`src/rtl/cu_pkg.sv`:
```
// cu_pkg: opcode/ALU encodings, FSM states and decoded control bundle for multicycle_control_unit
package cu_pkg;
  localparam logic [3:0] OP_ADD   = 4'b0000;
  localparam logic [3:0] OP_SUB   = 4'b0001;
  localparam logic [3:0] OP_ADDI  = 4'b0010;
  localparam logic [3:0] OP_SUBI  = 4'b0011;
  localparam logic [3:0] OP_MUL2  = 4'b0100;
  localparam logic [3:0] OP_DIV2  = 4'b0101;
  localparam logic [3:0] OP_CLR   = 4'b0110;
  localparam logic [3:0] OP_RST   = 4'b0111;
  localparam logic [3:0] OP_MOV   = 4'b1000;
  localparam logic [3:0] OP_JMP   = 4'b1001;
  localparam logic [3:0] OP_OUT   = 4'b1010;
  localparam logic [3:0] OP_LOAD  = 4'b1011;
  localparam logic [3:0] OP_STORE = 4'b1100;
  localparam logic [3:0] OP_JZ    = 4'b1101;
  localparam logic [3:0] OP_JNZ   = 4'b1110;
  localparam logic [3:0] OP_HALT  = 4'b1111;
  localparam logic [3:0] ALU_ADD  = 4'b0000;
  localparam logic [3:0] ALU_SUB  = 4'b0001;
  localparam logic [3:0] ALU_MUL2 = 4'b0010;
  localparam logic [3:0] ALU_DIV2 = 4'b0011;
  localparam logic [3:0] ALU_MOV  = 4'b0100;
  typedef enum logic [2:0] {IDLE, FETCH, DECODE, EXEC, RETIRE, HALT} state_t;
  typedef struct packed {
    logic [3:0] alu_opcode;
    logic       reset;
    logic       reset_all;
    logic       load;
    logic       mb_select;
    logic       mem_req;
    logic       mem_read;
    logic       mem_write;
    logic       out_en;
    logic       use_a;
    logic       use_b;
    logic       jump;
    logic       jz;
    logic       jnz;
    logic       ld_ret;
    logic       halt;
    logic       illegal;
  } ctrl_t;
endpackage

```
`src/rtl/cu_decoder.sv`:
```
// cu_decoder: combinational opcode -> control bundle; JZ/JNZ decoded only with CU_BRANCH_EN
module cu_decoder
  import cu_pkg::*;
#(
  parameter int OPC_W = 4
) (
  input  logic [OPC_W-1:0] opc,
  output ctrl_t            ctl
);
  // decode one opcode; anything not recognised is flagged illegal with no other control
  always_comb begin
    ctl = '0;
    case (opc)
      OPC_W'(OP_ADD), OPC_W'(OP_SUB), OPC_W'(OP_ADDI), OPC_W'(OP_SUBI): begin
        ctl.alu_opcode = opc[0] ? ALU_SUB : ALU_ADD;
        ctl.mb_select  = !opc[1];
        ctl.load       = 1'b1;
        ctl.use_a      = 1'b1;
        ctl.use_b      = 1'b1;
      end
      OPC_W'(OP_MUL2), OPC_W'(OP_DIV2): begin
        ctl.alu_opcode = opc[0] ? ALU_DIV2 : ALU_MUL2;
        ctl.load       = 1'b1;
        ctl.use_a      = 1'b1;
      end
      OPC_W'(OP_CLR): begin
        ctl.reset = 1'b1;
        ctl.use_a = 1'b1;
      end
      OPC_W'(OP_RST): ctl.reset_all = 1'b1;
      OPC_W'(OP_MOV): begin
        ctl.alu_opcode = ALU_MOV;
        ctl.mb_select  = 1'b1;
        ctl.load       = 1'b1;
        ctl.use_a      = 1'b1;
        ctl.use_b      = 1'b1;
      end
      OPC_W'(OP_JMP): ctl.jump = 1'b1;
      OPC_W'(OP_OUT): begin
        ctl.out_en = 1'b1;
        ctl.use_a  = 1'b1;
      end
      OPC_W'(OP_LOAD): begin
        ctl.mem_req  = 1'b1;
        ctl.mem_read = 1'b1;
        ctl.ld_ret   = 1'b1;
      end
      OPC_W'(OP_STORE): begin
        ctl.mem_req   = 1'b1;
        ctl.mem_write = 1'b1;
      end
`ifdef CU_BRANCH_EN
      OPC_W'(OP_JZ):  ctl.jz  = 1'b1;
      OPC_W'(OP_JNZ): ctl.jnz = 1'b1;
`endif
      OPC_W'(OP_HALT): ctl.halt = 1'b1;
      default: ctl.illegal = 1'b1;
    endcase
  end
endmodule

```
`src/rtl/multicycle_control_unit.sv`:
```
// multicycle_control_unit: fetch/decode/exec/retire sequencer with registered outputs; CU_BRANCH_EN enables JZ/JNZ
module multicycle_control_unit
  import cu_pkg::*;
#(
  parameter int  OPC_W   = 4,
  parameter int  RADDR_W = 3,
  parameter int  PC_W    = 8,
  localparam int INSTR_W = OPC_W + 2*RADDR_W
) (
  input  logic                 clk,
  input  logic                 rst_n,
  input  logic [INSTR_W-1:0]   instr,
  input  logic                 instr_valid,
  output logic                 if_req,
  input  logic                 alu_zero,
  input  logic                 mem_ack,
  output logic [RADDR_W-1:0]   addr_a,
  output logic [RADDR_W-1:0]   addr_b,
  output logic                 reset,
  output logic                 reset_all,
  output logic                 load,
  output logic                 mb_select,
  output logic [3:0]           alu_opcode,
  output logic                 mem_req,
  output logic                 mem_read,
  output logic                 mem_write,
  output logic                 mem_select,
  output logic [2*RADDR_W-1:0] mem_addr,
  output logic                 out_en,
  output logic                 pc_inc,
  output logic                 load_pc,
  output logic [PC_W-1:0]      pc_value,
  output logic                 halted,
  output logic                 illegal
);
  state_t state, state_nx;
  ctrl_t ctl;
  logic [INSTR_W-1:0] ir;
  logic [2*RADDR_W-1:0] operand;
  logic [RADDR_W-1:0] op_a, op_b;
  logic taken, ex, rt;
  logic nx_if_req, nx_reset, nx_reset_all, nx_load, nx_mb_select;
  logic nx_mem_req, nx_mem_read, nx_mem_write, nx_mem_select;
  logic nx_out_en, nx_pc_inc, nx_load_pc, nx_halted, nx_illegal;
  logic [RADDR_W-1:0] nx_addr_a, nx_addr_b;
  logic [3:0] nx_alu_opcode;
  logic [2*RADDR_W-1:0] nx_mem_addr;
  logic [PC_W-1:0] nx_pc_value;

  assign operand = ir[2*RADDR_W-1:0];
  assign op_a    = operand[2*RADDR_W-1 -: RADDR_W];
  assign op_b    = operand[RADDR_W-1:0];

  cu_decoder #(.OPC_W(OPC_W)) u_dec (
    .opc(ir[INSTR_W-1 -: OPC_W]),
    .ctl(ctl)
  );

`ifdef CU_BRANCH_EN
  // alu_zero is taken straight from the EXEC cycle that precedes RETIRE
  assign taken = ctl.jump | (ctl.jz & alu_zero) | (ctl.jnz & ~alu_zero);
`else
  logic unused_branch;
  assign unused_branch = alu_zero ^ ctl.jz ^ ctl.jnz;
  assign taken = ctl.jump;
`endif

  // state register
  always_ff @(posedge clk or negedge rst_n) begin
    if (!rst_n) state <= IDLE;
    else state <= state_nx;
  end

  // instruction register, loaded only on an accepted fetch so it stays stable until the next FETCH
  always_ff @(posedge clk or negedge rst_n) begin
    if (!rst_n) ir <= '0;
    else if (state == FETCH && instr_valid) ir <= instr;
  end

  // next-state: memory ops stall in EXEC until mem_ack, HALT is terminal
  always_comb begin
    state_nx = state;
    case (state)
      IDLE:    state_nx = FETCH;
      FETCH:   state_nx = instr_valid ? DECODE : FETCH;
      DECODE:  state_nx = EXEC;
      EXEC:    state_nx = (ctl.mem_req && !mem_ack) ? EXEC : RETIRE;
      RETIRE:  state_nx = ctl.halt ? HALT : FETCH;
      default: state_nx = state;
    endcase
  end

  // outputs are decoded from the state being entered so the registers line up with the state
  always_comb begin
    ex            = state_nx == EXEC;
    rt            = state_nx == RETIRE;
    nx_if_req     = state_nx == FETCH;
    nx_halted     = state_nx == HALT;
    nx_addr_a     = (ex && ctl.use_a) ? op_a : '0;
    nx_addr_b     = (ex && ctl.use_b) ? op_b : '0;
    nx_reset      = ex & ctl.reset;
    nx_reset_all  = ex & ctl.reset_all;
    nx_load       = (ex & ctl.load) | (rt & ctl.ld_ret);
    nx_mb_select  = ex & ctl.mb_select;
    nx_alu_opcode = ex ? ctl.alu_opcode : '0;
    nx_mem_req    = ex & ctl.mem_req;
    nx_mem_read   = ex & ctl.mem_read;
    nx_mem_write  = ex & ctl.mem_write;
    nx_mem_select = rt & ctl.ld_ret;
    nx_mem_addr   = (ex && ctl.mem_req) ? operand : '0;
    nx_out_en     = ex & ctl.out_en;
    nx_load_pc    = rt & taken;
    nx_pc_inc     = rt & ~taken & ~ctl.halt;
    nx_pc_value   = nx_load_pc ? PC_W'(operand) : '0;
    nx_illegal    = rt & ctl.illegal;
  end

  // output registers; async reset drops every strobe at once, including a stalled mem_req
  always_ff @(posedge clk or negedge rst_n) begin
    if (!rst_n) begin
      if_req     <= 1'b0;
      addr_a     <= '0;
      addr_b     <= '0;
      reset      <= 1'b0;
      reset_all  <= 1'b0;
      load       <= 1'b0;
      mb_select  <= 1'b0;
      alu_opcode <= '0;
      mem_req    <= 1'b0;
      mem_read   <= 1'b0;
      mem_write  <= 1'b0;
      mem_select <= 1'b0;
      mem_addr   <= '0;
      out_en     <= 1'b0;
      pc_inc     <= 1'b0;
      load_pc    <= 1'b0;
      pc_value   <= '0;
      halted     <= 1'b0;
      illegal    <= 1'b0;
    end else begin
      if_req     <= nx_if_req;
      addr_a     <= nx_addr_a;
      addr_b     <= nx_addr_b;
      reset      <= nx_reset;
      reset_all  <= nx_reset_all;
      load       <= nx_load;
      mb_select  <= nx_mb_select;
      alu_opcode <= nx_alu_opcode;
      mem_req    <= nx_mem_req;
      mem_read   <= nx_mem_read;
      mem_write  <= nx_mem_write;
      mem_select <= nx_mem_select;
      mem_addr   <= nx_mem_addr;
      out_en     <= nx_out_en;
      pc_inc     <= nx_pc_inc;
      load_pc    <= nx_load_pc;
      pc_value   <= nx_pc_value;
      halted     <= nx_halted;
      illegal    <= nx_illegal;
    end
  end
endmodule
```
`config.mk`:
```
export PLATFORM = sky130hd
export DESIGN_NAME = multicycle_control_unit
export DESIGN_NICKNAME = d
export VERILOG_FILES = /design/src/rtl/cu_pkg.sv /design/src/rtl/cu_decoder.sv /design/src/rtl/multicycle_control_unit.sv
export SDC_FILE = /design/constraint.sdc
export NUM_CORES = 1
export LEC_CHECK = 0
export CAP_MARGIN = 10
export CORE_MARGIN = 1
export CORE_UTILIZATION = 43
export DETAILED_ROUTE_END_ITERATION = 10
export PLACE_DENSITY = 0.75
export REMOVE_ABC_BUFFERS = 1
export SKIP_LAST_GASP = 1
export SLEW_MARGIN = 5
export SYNTH_ARGS = -nofsm -noshare
export SYNTH_HDL_FRONTEND = slang
export SYNTH_SLANG_ARGS = --single-unit
```
`constraint.sdc`:
```
create_clock -name clk -period 1.7 [get_ports clk]
set_input_delay 0.34 -clock clk [delete_from_list [all_inputs] [get_ports clk]]
set_output_delay 0.34 -clock clk [all_outputs]
set_load 0.1 [all_outputs]
```
=== After elaboration in Yosys (flattened, before gate mapping) ===
Index checks and enable logic that the tools add are counted.
Widths: inputs -> output; s select.

* Bits in registers: 49
* Output and inout bits: 38
* Bits of input ports: 15

* Mux-type cells: 25
* Equality and inequality tests: 21
* Bitwise operators: 16
* Reductions and logical operators: 16

{| class="wikitable"
|+ Operators with widths
! cell !! number
|-
| $eq 4x4->1 const B || 6
|-
| $eq 4x3->1 const B || 4
|-
| $pmux 3 s5 || 1
|-
| $mux 1 || 14
|-
| $reduce_or 14->1 || 1
|-
| $and 1x1->1 || 13
|-
| $mux 3 || 4
|-
| $mux 6 || 2
|-
| $pmux 4 s3 || 1
|-
| $eq 3x2->1 const B || 3
|-
| $eq 3x3->1 const B || 3
|-
| $reduce_or 9->1 || 1
|-
| $eq 4x2->1 const B || 2
|-
| $reduce_or 7->1 || 1
|-
| $eq 3x1->1 const B || 2
|-
| $logic_and 1x1->1 || 5
|-
| $reduce_or 5->1 || 1
|-
| $eq 4x1->1 const B || 1
|-
| $logic_not 4->1 || 1
|-
| $mux 4 || 1
|-
| $reduce_or 2->1 || 2
|-
| $reduce_or 4->1 || 1
|-
| $logic_not 3->1 || 1
|-
| $logic_not 1->1 || 2
|-
| other kinds (4) || 5
|}

=== Logic depth before layout (Yosys ltp) ===
Gate-level depths: netlist (run 1).

* Depth after elaboration: 9
* Mapped depth: 6
* Gate-level depth less buffers: 4

=== Cells and area by module ===
A second synthesis (run 1) with hierarchy kept.

* Cell total of the unflattened synthesis: 152
* Area, all modules: 1925.6 um^2

{| class="wikitable"
|+ Modules (own cells, without submodules)
! module !! seq. area each (um^2) !! cells each !! area an instance (um^2) !! instances
|-
| multicycle_control_unit || 1226.2 || 121 || 1749.2 || 1
|-
| cu_decoder || 0.0 || 31 || 176.4 || 1
|}

=== Worst setup path before layout (run 1) ===
OpenSTA, ideal clock, no wires.

* Path type: register -> register
* Start: register ir[7]
* End: register mem_addr[2]
* Period minus slack after synthesis: 1759 ps
* Data required time: 1604 ps
* Cell stages (with the launch flop): 7
* Buffers on the path: 2
* Path slack: -59 ps
* Arrival: 1663 ps
* Cells stage by stage: dfrtp_1 > buf_2 > or3b_1 > a211oi_2 > o221ai_2 > buf_6 > nor4b_2

* Longest elaborated chain between the ends: 9
* Elaborated cells between the ends (all ways): 13
* Classes of those cells: 4 x eq/ne; 6 x mux; 3 x reduce/logical

{| class="wikitable"
|+ RTL lines
! what !! line !! RTL
|-
| start: declaration || multicycle_control_unit.sv:38 || <nowiki>logic [INSTR_W-1:0] ir;</nowiki>
|-
| start signal: assignment || multicycle_control_unit.sv:77 || <nowiki>else if (state == FETCH && instr_valid) ir <= instr;</nowiki>
|-
| $eq 4x4->1 || cu_decoder.sv:13 || <nowiki>case (opc)</nowiki>
|-
| $reduce_or 2->1 (no source line) || -- ||
|-
| $mux 1 || cu_decoder.sv:13 ||
|-
| $logic_and 1x1->1 || multicycle_control_unit.sv:87 || <nowiki>EXEC: state_nx = (ctl.mem_req && !mem_ack) ? EXEC : RETIRE;</nowiki>
|-
| $mux 3 || multicycle_control_unit.sv:87 ||
|-
| $pmux 3 s5 || multicycle_control_unit.sv:83 || <nowiki>case (state)</nowiki>
|-
| $eq 3x2->1 || multicycle_control_unit.sv:95 || <nowiki>ex = state_nx == EXEC;</nowiki>
|-
| $logic_and 1x1->1 * || multicycle_control_unit.sv:110 || <nowiki>nx_mem_addr = (ex && ctl.mem_req) ? operand : '0;</nowiki>
|-
| $mux 6 * || multicycle_control_unit.sv:110 ||
|-
| via nx_mem_addr[2] || multicycle_control_unit.sv:47 || <nowiki>logic [2*RADDR_W-1:0] nx_mem_addr;</nowiki>
|-
| end signal: assignment || multicycle_control_unit.sv:153 || <nowiki>mem_addr <= nx_mem_addr;</nowiki>
|-
| end: declaration || multicycle_control_unit.sv:28 || <nowiki>output logic [2*RADDR_W-1:0] mem_addr,</nowiki>
|}

Mark *: on every way through the listed nets, which the timed path passes. The rest lies on a longest branch.
A chain may end at the register's enable or synchronous reset.

=== Worst setup path in the final report (run 1) ===
* Start: register state[1]
* End: register mem_addr[2]

* Longest elaborated chain between the ends: 5
* Elaborated cells between the ends (all ways): 9
* Classes of those cells: 5 x eq/ne; 2 x mux; 2 x reduce/logical

{| class="wikitable"
|+ RTL lines
! what !! line !! RTL
|-
| start: declaration || multicycle_control_unit.sv:36 || <nowiki>state_t state, state_nx;</nowiki>
|-
| start signal: assignment || multicycle_control_unit.sv:71 || <nowiki>else state <= state_nx;</nowiki>
|-
| $eq 3x3->1, or another cell as far along || multicycle_control_unit.sv:83 ||
|-
| $pmux 3 s5 * || multicycle_control_unit.sv:83 ||
|-
| $eq 3x2->1 * || multicycle_control_unit.sv:95 ||
|-
| $logic_and 1x1->1 * || multicycle_control_unit.sv:110 ||
|-
| $mux 6 * || multicycle_control_unit.sv:110 ||
|-
| via nx_mem_addr[2] || multicycle_control_unit.sv:47 ||
|}

Marks and branches as above.

==> results of run 1 <==
## through the flow
step	std cells	utilization	power [mW]
after CTS	273	0.715	2.04
after global routing	280	0.771	2.10
after detailed placement	263	0.675	1.25
final	280	0.771	2.02
after global placement	263	0.675	1.25
after floorplan	147	-	1.19
## cells by family (layout without fill, tap and decap cells)
family	Yosys count	after routing	synth area share
mux	9	9	0.0515
compound gates	16	16	0.0661
xor+xnor	2	2	0.00890
other cells	1	3	0.00190
buf+inv	19	86	0.0489
flops	48	48	0.610
simple gates	64	64	0.213
## synthesized netlist by cell type (all sizes together)
cell,n,area [sq um]
clkbuf,5,18.8
nor3,13,65.1
nor2b,2,12.5
a31o,1,8.76
nor2,1,3.75
and2,6,37.5
o21ai,2,10.0
a21boi,1,7.51
a31oi,1,6.26
a211oi,2,20.0
o21a,1,7.51
nand3b,4,30.0
nor4b,7,86.3
mux2,9,101
dfrtp,48,1200
buf,9,58.8
or2,2,12.5
xnor2,2,17.5
a21o,1,7.51
conb,1,3.75
nand3,5,25.0
a211o,1,8.76
a311oi,2,17.5
nor4bb,1,10.0
inv,5,18.8
nand2b,3,18.8
nand2,11,41.3
o22ai,1,6.26
and3b,1,8.76
nand4b,1,8.76
o21bai,2,15.0
o221ai,1,15.0
nand4,1,6.26
nor4,5,43.8
or3b,1,8.76
## final timing paths
path	endpoint	from	slack (ns)	cells past startpoint
worst max register to register	mem_addr[2]	state[1]	-0.20	5
max in group asynchronous	ir[4]	rst_n	1.18	2
worst min register to register	pc_value[5]	ir[5]	0.55	1
worst min-delay path	addr_b[1]	rst_n	-0.006	1
min in group clk	pc_value[5]	ir[5]	0.55	1
worst max-delay path	mem_addr[2]	state[1]	-0.20	5
## layer usage
metal / vias to the layer above / share of wire / global-route usage
met1: 790 / 0.39 / 0.245
met3: 7 / 0.053 / 0.0552
li1: 685 / - / -
met2: 69 / 0.54 / 0.343
met5: - / 0 / 0
met4: 0 / 0.016 / 0.0867
## power by group through the flow
stage / clock (mW) / combinational, mW / sequential, mW
after floorplan: 0 / 0.0301 / 1.16
after global placement: 0 / 0.0862 / 1.16
after detailed placement: 0 / 0.0880 / 1.16
after CTS: 0.808 / 0.0888 / 1.14
after global routing: 0.866 / 0.0939 / 1.14
final: 0.797 / 0.0872 / 1.14
## registers in the layout, indices dropped and copies added (netlist names), 3 cells and up
register    flops
state           3
ir             10
addr_b          3
addr_a          3
pc_value        6
mem_addr        6
alu_opcode      3
## what timing repair did
action | in CTS | in global routing
pin swaps | 2 | 13
gates cloned | 1 | 1
setup buffers | 1 | 6
resized for setup | 5 | 31
setup endpoints to repair | 23 | 32
## critical path: cells and delay by family, from the launching register on
family                 cells  cell delay (ns)
and+or+nand+nor            2             0.68
AOI/OAI and AO/OA          2             0.46
DFF                        1             0.45
buffers and inverters      1             0.20
## final cells by class
class | instances | area, sq um | area share
clock buffer | 6 | 72.6 | 0.0215
clock inverter | 2 | 35.0 | 0.0104
inverter | 5 | 18.8 | 0.00555
multi-input combinational | 94 | 877 | 0.259
sequential | 48 | 1200 | 0.355
tap | 52 | 65.1 | 0.0192
timing repair buffer | 73 | 1110 | 0.329
==> Implementation_results.wiki, run 1 <==
{| class="wikitable"
! Metric !! Value
|-
| Pre-Repair DR Iteration Count || 4
|-
| Critical path class || reg -> reg
|-
| Core region area || approximately 4400 sq um
|-
| Deepest clock path buffer count || 2
|-
| Result of the run || finished with violations
|-
| Final setup TNS || -2.73 ns
|-
| VDD IR-drop max || between 0.0003 and 0.0004 V
|-
| Failing checks || negative hold slack, negative setup slack
|-
| Number of vias per cell || 5.54
|-
| Final Net Count || 242
|-
| Detailed placement HPWL || roughly 3.2 mm
|-
| Initial drt markers || 86
|-
| IO Count || 53
|-
| Worst-case hold slack || -0.00647 ns
|-
| Fill cells || about 240
|-
| Most common cell after layout, fill and taps aside || dfrtp_1
|-
| Final Hold Viols || 12
|-
| Number of global-route vias before repair || roughly 1500
|-
| Floorplan die height || 69.7 um
|-
| Die X-Extent || between 60 and 70 um
|-
| Total CTS buffers || 5
|-
| P&R area growth vs syn || 71.7%
|-
| Routed WL || around 5.4 mm
|-
| Number of nets with antenna violations after routing || 0
|-
| Final critical-path required period || roughly 1.9 ns
|-
| Initial core utilization || 0.449
|-
| Setup repair after global routing missed its margin || true
|-
| Type of element capturing the critical path || flip-flop
|-
| Fraction of layout instances using a drive strength above 1 || 0.474
|-
| Maximum Capacitance Violations || 0
|-
| Reported net switching power || between 0.4 and 0.5 mW
|-
| Final Cell Area || between 3000 and 4000 sq um
|-
| Clock skew || approximately 0.0053 ns
|-
| Cell area after technology mapping || approximately 2000 sq um
|-
| Portion of the post-synthesis area used by sequential elements || 0.610
|-
| Latest clock arrival within the worst-skew pair || approximately 0.3 ns
|-
| Average cell area after synthesis || ~12 sq um
|-
| Initial antenna violation count || 0
|-
| Biggest fanout along the worst timing path || 12
|-
| Routability Congestion || just over 0.8
|-
| Max frequency || approximately 530 MHz
|-
| Crit path setup slack, layout || -0.201 ns
|-
| Area after detailed placement || ~3000 sq um
|-
| Number of buffer cells added on primary ports || between 40 and 50
|-
| Highest-count cells in the layout ignoring fill and taps || dfrtp_1 (48), buf_12 (39), buf_4 (16)
|-
| Share of power burned in registers || 0.563
|-
| Count of unresolved DRC violations after routing || 0
|-
| Cell-by-cell trace of the critical path || nor4bb_4, o21bai_1, o221ai_4, buf_12, nor4b_2
|-
| Post-Place Setup Slack || -0.485 ns
|-
| CTS tree || built
|-
| Number of failing setup endpoints in the final timing report || 23
|-
| Maximum number of pins on one net before global-route repair || 30
|-
| Grt total ovfl || 0
|-
| Wire length of the first global-routing pass || around 7.5 mm
|-
| Routed len/inst || 19.4 um
|-
| Die Outline Area || roughly 5000 sq um
|-
| Crit-path max cell delay || approximately 0.45 ns
|-
| Sink Count || 48
|-
| Crit path required time || 1.89 ns
|-
| Standard cell with the maximum stage delay on the critical path || dfrtp_1
|-
| Total of hold buffers inserted after clock tree synthesis || 0
|-
| Number of placement rows || 24
|-
| Power per cell area || roughly 600 nW/um^2
|-
| Clock input transition at the sequential cells of the worst setup and hold paths || approximately 0.080 ns
|-
| Internal || roughly 1.6 mW
|-
| Worst path arrival time || 2.09 ns
|-
| Clock group share of total power || 0.394
|-
| Proportion of total power due to net switching || 0.206
|-
| Count of cell types in the netlist || 40
|-
| Critical path launch point type || flip-flop
|-
| Number of storage elements in the synthesis netlist || between 40 and 50
|-
| Final period util || 1.12
|-
| Type of the tightest min-delay check || in -> async
|-
| Overall fraction of global-route tracks in use || 0.203
|-
| Via count || ~1600
|-
| Final slew viol count || 0
|-
| Number of diodes added for antenna fixing || 0
|-
| Cells after synthesis || about 160
|-
| Leakage power of the design || between 1.5 and 2 nW
|-
| CTS H-tree depth || 2
|-
| Total of warnings raised by yosys || 0
|-
| Master cell of the clock root buffer || clkbuf_8
|-
| Part of the total power dissipated in combinational logic || 0.043
|}
Power figures use the tool's default switching activity.
==> inputs of run 2 (changes only) <==
Settings changed: MAX_ROUTING_LAYER set to met4.
==> Implementation_results.wiki, run 2 (synthesis results as in run 1) <==
{| class="wikitable"
! Metric !! Value
|-
| Detailed placement HPWL || ~3.2 mm
|-
| Sink Count || between 40 and 50
|-
| Biggest regs || ir: 10 flops, mem_addr: 6 flops, pc_value: 6 flops
|-
| Total CTS buffers || 5
|-
| Number of placement rows || 24
|-
| Number of global-route vias before repair || 1510
|-
| Critical path launch point type || flip-flop
|-
| Number of vias per cell || approximately 5.5
|-
| Deepest clock path buffer count || 2
|-
| Crit path setup slack, layout || -0.217 ns
|-
| CTS H-tree depth || 2
|-
| Die X-Extent || 69.7 um
|-
| Kind of cell adding the most delay to the critical path || simple AND/OR/NAND/NOR gates
|-
| Fraction of layout instances using a drive strength above 1 || 0.476
|-
| Failing checks || negative hold slack, negative setup slack
|-
| Final critical-path required period || between 1.5 and 2 ns
|-
| CTS tree || built
|-
| Power per cell area || 599 nW/um^2
|-
| Floorplan die height || 69.7 um
|-
| Number of flip-flops in the largest register || 10
|-
| Crit path required time || ~1.9 ns
|-
| Startpoint of the lowest-slack register-to-register path || ir[7]
|-
| Grt total ovfl || 0
|-
| Pre-Repair DR Iteration Count || 4
|-
| Die Outline Area || between 4000 and 5000 sq um
|-
| Maximum Capacitance Violations || 0
|-
| Core occupancy in the finished layout || 0.773
|-
| Worst-case hold slack || -0.0121 ns
|-
| Result of the run || finished with violations
|-
| Initial core utilization || 0.449
|-
| Latest clock arrival within the worst-skew pair || 0.30 ns
|-
| Initial drt markers || 105
|-
| Final Hold Viols || 19
|-
| Final Net Count || 243
|-
| Max frequency || about 520 MHz
|-
| Type of element capturing the critical path || flip-flop
|-
| Clock input transition at the sequential cells of the worst setup and hold paths || 0.08 ns
|-
| Master cell of the clock root buffer || clkbuf_8
|-
| Worst path bufs/invs || 1
|-
| R2R cell count || 5
|-
| Leakage power of the design || ~1.6 nW
|-
| Crit-path max cell delay || ~0.43 ns
|-
| Final slew viol count || 0
|-
| Maximum number of pins on one net before global-route repair || 30
|-
| Number of nets with antenna violations after routing || 0
|-
| Core region area || between 4000 and 5000 sq um
|-
| Via count || 1552
|-
| Standard cell with the maximum stage delay on the critical path || or3b_4
|-
| Biggest fanout along the worst timing path || 12
|-
| Clock skew || approximately 0.006 ns
|-
| Worst path arrival time || between 2 and 2.5 ns
|-
| Wire length of the first global-routing pass || approximately 7.6 mm
|-
| Setup repair after global routing missed its margin || true
|-
| Routability Congestion || around 0.82
|-
| VDD IR-drop max || about 0.0004 V
|-
| Number of buffer cells added on primary ports || 48
|-
| Highest-count cells in the layout ignoring fill and taps || dfrtp_1 (48), buf_12 (39), buf_4 (17)
|-
| Routed len/inst || 19.3 um
|-
| Critical path class || reg -> reg
|-
| Reg-to-Reg End || mem_addr[2]
|-
| Overall fraction of global-route tracks in use || 0.210
|-
| Final period util || 1.13
|-
| Routed WL || between 5 and 6 mm
|-
| Type of the tightest min-delay check || in -> async
|-
| Number of diodes added for antenna fixing || 0
|-
| Register bank with the most flops || ir
|-
| Count of unresolved DRC violations after routing || 0
|-
| Fill cells || approximately 240
|-
| Number of failing setup endpoints in the final timing report || 23
|-
| Slack of the worst reg-to-reg path || -0.22 ns
|-
| Initial antenna violation count || 0
|-
| Cell-by-cell trace of the critical path || or3b_4, a211oi_4, o221ai_4, buf_12, nor4b_2
|-
| P&R area growth vs syn || 72.1%
|-
| IO Count || between 50 and 60
|-
| Most common cell after layout, fill and taps aside || dfrtp_1
|}
## run 2: cell count changes in the layout (fill, tap and decap cells not counted)
| cell | delta |
|---|---|
| buf_4 | +1 |
## run 2: cell type report
class,count,area (sq um),area share
clock inverter,2,35.0,0.0103
clock buffer,6,72.6,0.0214
tap,52,65.1,0.0192
inverter,5,18.8,0.00554
timing repair buffer,74,1120,0.330
multi-input combinational,94,877,0.259
sequential,48,1200,0.354
## run 2: worst register-to-register path: stages, from the launching register on
cell      delay, ns
dfrtp_1        0.40
or3b_4         0.43
a211oi_4       0.30
o221ai_4       0.18
buf_12         0.20
nor4b_2        0.31
## run 2: metrics by stage
stage	instances	setup slack (ns)	TNS [ns]	cell area [sq um]	power, mW
floorplan	147	-1.03	-28.95	1900	1.19
global placement	263	-0.313	-6.57	2960	1.25
detailed placement	263	-0.485	-10.76	2960	1.25
CTS	273	-0.154	-2.66	3140	2.04
global route	281	-0.233	-4.03	3390	2.10
finish	281	-0.217	-3.01	3390	2.03
## run 2: how the worst max path moves through the flow
| stage | start | to | slack (ns) | cells after the start |
|---|---|---|---|---|
| global placement | instr_valid | mem_addr[1] | -0.31 | 6 |
| CTS | ir[7] | mb_select | -0.15 | 5 |
| floorplan | state[1] | mem_addr[0] | -1.03 | 4 |
| detailed placement | instr_valid | mem_addr[5] | -0.48 | 6 |
| finish | ir[7] | mem_addr[2] | -0.22 | 5 |
| global route | ir[7] | mem_addr[2] | -0.23 | 5 |
## run 2: timing repair
item / in CTS / in global routing
hold buffers: 0 / 0
buffers inserted: 1 / 7
resized for setup: 5 / 31
pin swaps: 2 / 13
setup endpoints to repair: 23 / 32
cloned: 1 / 1
## run 2: layer usage
layer,wire length (um),part of all wire,vias to the layer above,global-route usage
li1,-,-,687,-
met1,2070,0.38,792,0.251
met2,2940,0.54,66,0.342
met3,333,0.061,7,0.0523
met4,89,0.016,0,0.0867
met5,0,0,-,-
## run 2: report_power, final
| part | switching (mW) | internal, mW |
|---|---|---|
| logic | 0.0562 | 0.0309 |
| registers | 0 | 1.14 |
| clock network | 0.367 | 0.436 |
| total | 0.423 | 1.61 |
==> inputs of run 3 (changes only) <==
Settings changed: SLEW_MARGIN 5 to not set.
==> results of run 3 <==
Final layout, timing and power as in run 2 (identical DEF).
